**src/rtl/gps_ca_code_nco.sv**
```systemverilog
// GPS L1 C/A code generator for one tracking channel: G1/G2 Gold-code LFSRs
// stepped by a chip-rate NCO, with early/prompt/late replicas and epoch marking.
module gps_ca_code_nco #(
    parameter int NCO_W = 32,
    parameter int SV_W  = 6
) (
    input  logic             clk,
    input  logic             rst,
    input  logic             enable,
    input  logic             load,
    input  logic [SV_W-1:0]  sv_num,
    input  logic [9:0]       phase_init,
    input  logic [NCO_W-1:0] fcw,
    output logic             code_early,
    output logic             code_prompt,
    output logic             code_late,
    output logic [9:0]       chip_cnt,
    output logic             chip_stb,
    output logic             epoch,
    output logic             busy,
    output logic             cfg_err
);

    typedef enum logic [1:0] {
        IDLE = 2'd0,
        SLEW = 2'd1,
        RUN  = 2'd2
    } state_t;

    state_t           state;
    logic [9:0]       g1;
    logic [9:0]       g2;
    logic [9:0]       tap_mask;
    logic [9:0]       phase_q;
    logic [10:0]      slew_left;
    logic [NCO_W-1:0] acc;

    // Stage n of an LFSR lives in bit n-1; the G2 tap pair is held as a
    // two-hot mask so the generator bit is a parity over the masked stages.
    function automatic logic [9:0] pair(input int a, input int b);
        return (10'd1 << (a - 1)) | (10'd1 << (b - 1));
    endfunction

    function automatic logic [9:0] tap_mask_of(input logic [SV_W-1:0] prn);
        case (int'(prn))
            1:  return pair(2, 6);
            2:  return pair(3, 7);
            3:  return pair(4, 8);
            4:  return pair(5, 9);
            5:  return pair(1, 9);
            6:  return pair(2, 10);
            7:  return pair(1, 8);
            8:  return pair(2, 9);
            9:  return pair(3, 10);
            10: return pair(2, 3);
            11: return pair(3, 4);
            12: return pair(5, 6);
            13: return pair(6, 7);
            14: return pair(7, 8);
            15: return pair(8, 9);
            16: return pair(9, 10);
            17: return pair(1, 4);
            18: return pair(2, 5);
            19: return pair(3, 6);
            20: return pair(4, 7);
            21: return pair(5, 8);
            22: return pair(6, 9);
            23: return pair(1, 3);
            24: return pair(4, 6);
            25: return pair(5, 7);
            26: return pair(6, 8);
            27: return pair(7, 9);
            28: return pair(8, 10);
            29: return pair(1, 6);
            30: return pair(2, 7);
            31: return pair(3, 8);
            32: return pair(4, 9);
            default: return 10'd0;
        endcase
    endfunction

    logic [NCO_W:0] sum;
    logic           carry;
    logic           step;
    logic           gen_bit;
    logic           g1_fb;
    logic           g2_fb;
    logic [9:0]     next_cnt;
    logic [9:0]     load_mask;
    logic           load_phase_ok;
    logic [9:0]     load_phase;
    logic [10:0]    load_steps;

    always_comb begin
        sum      = {1'b0, acc} + {1'b0, fcw};
        carry    = (state == RUN) && enable && sum[NCO_W];
        step     = (state == SLEW) || carry;
        g1_fb    = g1[2] ^ g1[9];
        g2_fb    = g2[1] ^ g2[2] ^ g2[5] ^ g2[7] ^ g2[8] ^ g2[9];
        // An empty mask marks an invalid PRN and forces the code to zero.
        gen_bit  = (|tap_mask) & (g1[9] ^ (^(g2 & tap_mask)));
        next_cnt = (chip_cnt == 10'd1022) ? 10'd0 : chip_cnt + 10'd1;

        load_mask     = tap_mask_of(sv_num);
        load_phase_ok = (phase_init <= 10'd1022);
        load_phase    = load_phase_ok ? phase_init : 10'd0;
        // Two extra steps fill early and prompt; phase 0 takes a full period
        // more so that late already holds chip 1022.
        load_steps    = (load_phase == 10'd0) ? 11'd1025 : {1'b0, load_phase} + 11'd2;
    end

    always_ff @(posedge clk) begin
        if (!rst) begin
            state       <= IDLE;
            g1          <= '1;
            g2          <= '1;
            tap_mask    <= '0;
            phase_q     <= '0;
            slew_left   <= '0;
            acc         <= '0;
            code_early  <= 1'b0;
            code_prompt <= 1'b0;
            code_late   <= 1'b0;
            chip_cnt    <= '0;
            chip_stb    <= 1'b0;
            epoch       <= 1'b0;
            busy        <= 1'b0;
            cfg_err     <= 1'b0;
        end else if (load) begin
            state       <= SLEW;
            g1          <= '1;
            g2          <= '1;
            tap_mask    <= load_mask;
            phase_q     <= load_phase;
            slew_left   <= load_steps;
            acc         <= '0;
            code_early  <= 1'b0;
            code_prompt <= 1'b0;
            code_late   <= 1'b0;
            chip_cnt    <= '0;
            chip_stb    <= 1'b0;
            epoch       <= 1'b0;
            busy        <= 1'b1;
            cfg_err     <= (load_mask == 10'd0) || !load_phase_ok;
        end else begin
            chip_stb <= 1'b0;
            epoch    <= 1'b0;

            if ((state == RUN) && enable) begin
                acc <= sum[NCO_W-1:0];
            end

            if (step) begin
                g1          <= {g1[8:0], g1_fb};
                g2          <= {g2[8:0], g2_fb};
                code_late   <= code_prompt;
                code_prompt <= code_early;
                code_early  <= gen_bit;
            end

            if (state == SLEW) begin
                slew_left <= slew_left - 11'd1;
                if (slew_left == 11'd1) begin
                    state    <= RUN;
                    busy     <= 1'b0;
                    chip_cnt <= phase_q;
                end
            end

            if (carry) begin
                chip_cnt <= next_cnt;
                chip_stb <= 1'b1;
                epoch    <= (next_cnt == 10'd0);
            end
        end
    end

endmodule
```
**config.mk**
```make
export PLATFORM = sky130hd
export DESIGN_NAME = gps_ca_code_nco
export DESIGN_NICKNAME = d
export VERILOG_FILES = /design/src/rtl/gps_ca_code_nco.sv
export SDC_FILE = /design/constraint.sdc
export NUM_CORES = 1
export LEC_CHECK = 0
export CAP_MARGIN = 30
export CORE_MARGIN = 4
export CORE_UTILIZATION = 58
export DETAILED_ROUTE_END_ITERATION = 10
export PLACE_DENSITY_LB_ADDON = 0.08
export SYNTH_ARGS = -nofsm -noshare
export SYNTH_HDL_FRONTEND = slang
export SYNTH_SLANG_ARGS = --single-unit
```
**constraint.sdc**
```tcl
create_clock -name clk -period 4.6 [get_ports clk]
set_input_delay 1.15 -clock clk [delete_from_list [all_inputs] [get_ports clk]]
set_output_delay 1.15 -clock clk [all_outputs]
set_load 0.05 [all_outputs]
```
==> summary.md <==
| Metric | Value |
|---|---|
| First-pass GRT wire length | 26700 um |
| Max Buffers Root-to-Sink | 2 |
| Starting Density | 60.5% |
| Worst slew pin tran | 996 ps |
| Synthesis-to-finish area growth | 15.8% |
| Worst EP required | approximately 4900 ps |
| Sequential area share after synthesis | just over 30% |
| Hold/Removal Path Class | flip-flop to flip-flop |
| Crit Path Max Fanout | 20 |
| Outcome | completed |
| HPWL after DPL | 11600 um |
| Final ANT Viol Nets | 0 |
| # clock sinks | between 100 and 150 |
| # IOs | 69 |
| Cts bufs inserted | 9 |
| Antenna violations before repair | 0 |
| Power Density | between 200 and 300 nW/um2 |
| Flop-to-flop setup slack | 1550 ps |
| Drt drc | 0 |
| Setup Total Neg Slack | 0 ps |
| Die area | 13300 um2 |
| Synthesized area per cell | 7.71 um2 |
| Design Area, Final | 7760 um2 |
| RSZ-0062 raised after global routing | false |
| Synth Register Bits | 101 |
| Crit path time final | ~4000 ps |
| Antenna cells | 0 |
| Max Cap Viol | 0 |
| Top FF cell, synth | dfxtp_1 |
| Max-slew violations | 0 |
| Met3 Track Usage GR | 5.01% |
| Synthesis warning total | 0 |
| Placed cell areas | ~7500 um2 |
| Hold buffer count at CTS | 0 |
| Hold slack | 454 ps |
| Synth Instances | 869 |
| GPL Wtd Cong | 0.976 |
| Largest net degree at the start of global routing | 53 |
| Via count | 6320 |
| CP endpoint kind | flip-flop |
| Static leakage | between 2 and 3 nW |
| Grt peak-use layer | met2 |
| Clock Latency Late Sink | 360 ps |
| Share of layout cells above drive strength 1 | 5.13% |
| CTS Root Cell | clkbuf_16 |
| Tot GR Track Use | about a quarter |
| Row count | 38 |
| Vias in the first global route | between 5000 and 6000 |
| Worst slew margin | 33.5% |
| Final hold violations | 0 |
| Clk slew on worst S/H paths | 70 ps |
| Drt wl/cell | 15.1 um |
| Die width | around 120 um |
| Met1 Use GR | 29.9% |
| Fillers | 908 |
| CTS tree | built |
| Max frequency | 253 MHz |
| Die Span Y | 116 um |
| Post-CTS sizing | 0 |
| H-tree depth | 3 |
| Initial DRC Count | 416 |
| Crit path kind | input port to flip-flop |
| Final setup violating endpoints | 0 |
| Placeable Area | between 10000 and 15000 um2 |
| Cell variety after synth | between 60 and 70 |
| Clock skew | 10.1 ps |
| Total grt overflow | 0 |
| Arr. time, crit path | about 4200 ps |
| FFs w/ async S/R, synth | 0% |
| Final #Nets | 1005 |
| Post-synth EDFFs | 0 |
| TritonRoute pass-1 iters | 5 |
| CP startpoint kind | input port |
| Routed WL | 16000 um |
| Synth Cell Area | 6700 um2 |
| Met2 Usage GRT | 42.3% |
| Final period utilization | 85.9% |
| Worst VDD drop | 0.285 mV |
| Setup Buffers After CTS | 0 |
| Vias per inst | 5.98 |
| Mapped Nets | 963 |
| # port buffers | 68 |
==> placed cells by master, fill, tap and decap left out, drive strengths merged, types with 21 or more instances in the layout <==
cell           instances
a21oi                 89
clkdlybuf4s50         68
dfxtp                101
ha                    41
inv                   23
nand2                112
nand3                 38
nor2                  84
nor2b                 22
nor3                  26
o21ai                 27
xnor2                 37
xor2                  21
==> worst max-delay path, stage by stage <==
cell and delay, ps:
clkdlybuf4s50_1 410, ha_1 400, a21o_1 200, o21ai_2 80
o2bb2ai_2 140, a2111o_1 440, a2111o_1 460, nand4b_2 140
nand2_2 250, or3_1 400, a31oi_1 150
==> path summary, 6_finish.rpt <==
check | start | cells after the start | end
worst max register to register | acc[7] | 10 | chip_cnt[6]
worst max-delay path | fcw[7] | 11 | chip_cnt[6]
worst min register to register | acc[13] | 2 | acc[13]
worst min-delay path | acc[13] | 2 | acc[13]
==> per-layer routing <==
layer,vias to the layer above,wire length (um)
met2,169,7850
met3,31,699
li1,3219,-
met5,-,0
met4,0,271
met1,2901,7140
==> synth_stat cells (9+ instances only) <==
cell	number	share of area, %
nand2_1	111	6.2
a31oi_1	17	1.6
nor2b_1	22	2.1
xor2_1	21	2.7
mux2i_1	13	1.9
ha_1	41	7.7
a21oi_1	88	6.6
o21ai_0	25	1.9
a21o_1	12	1.3
nor3_1	26	1.9
nand4_1	11	1.0
a21boi_0	10	1.1
nand3_1	38	2.8
inv_1	18	1.0
xnor2_1	37	4.8
dfxtp_1	101	30
a311oi_1	9	1.2
nand2b_1	17	1.6
nor2_1	84	4.7
clkbuf_1	40	2.2
==> state kept, by name, summed over array words and instances (netlist names) <==
name         count
code_prompt      1
epoch            1
chip_cnt        10
slew_left       11
chip_stb         1
busy             1
state            1
code_late        1
acc             32
phase_q         10
cfg_err          1
g1              10
tap_mask        10
g2              10
code_early       1
==> kinds of logic (layout without fill, tap and decap cells) <==
family          count (synthesis)  in the layout  share of synthesized area (%)
mux                            15             15                           2.45
flops                         101            101                           30.2
fa+ha+maj                      42             42                           7.95
xor+xnor                       58             58                           7.58
simple gates                  356            356                           25.4
compound gates                230            230                           22.5
buf+inv                        67            114                           3.92
==> cell type report <==
cell class	instances	area [um2]	area share, %
timing repair buffer	80	783	10.1
multi-input combinational	701	4420	56.9
clock inverter	6	57.6	0.741
tap	140	175	2.26
clock buffer	10	239	3.08
sequential	101	2020	26.0
inverter	18	67.6	0.870
==> through the flow <==
| step | total power, mW | worst slack (ps) | cells | util, % |
|---|---|---|---|---|
| finish | 1.98 | 651 | 1056 | 70.1 |
| detailed placement | 1.23 | 301 | 1040 | 67.4 |
| floorplan | 1.13 | 995 | 869 | - |
| global route | 2.07 | 503 | 1056 | 70.1 |
| CTS | 2.00 | 673 | 1056 | 70.1 |
| global placement | 1.23 | 396 | 1040 | 67.4 |
==> power breakdown <==
part | leakage, nW | internal [mW] | switching (mW)
sequential | 0.820 | 0.893 | 0.0177
clock | 0.148 | 0.396 | 0.369
combinational | 1.98 | 0.138 | 0.168
No activity file was read; power rests on OpenSTA's default activity.
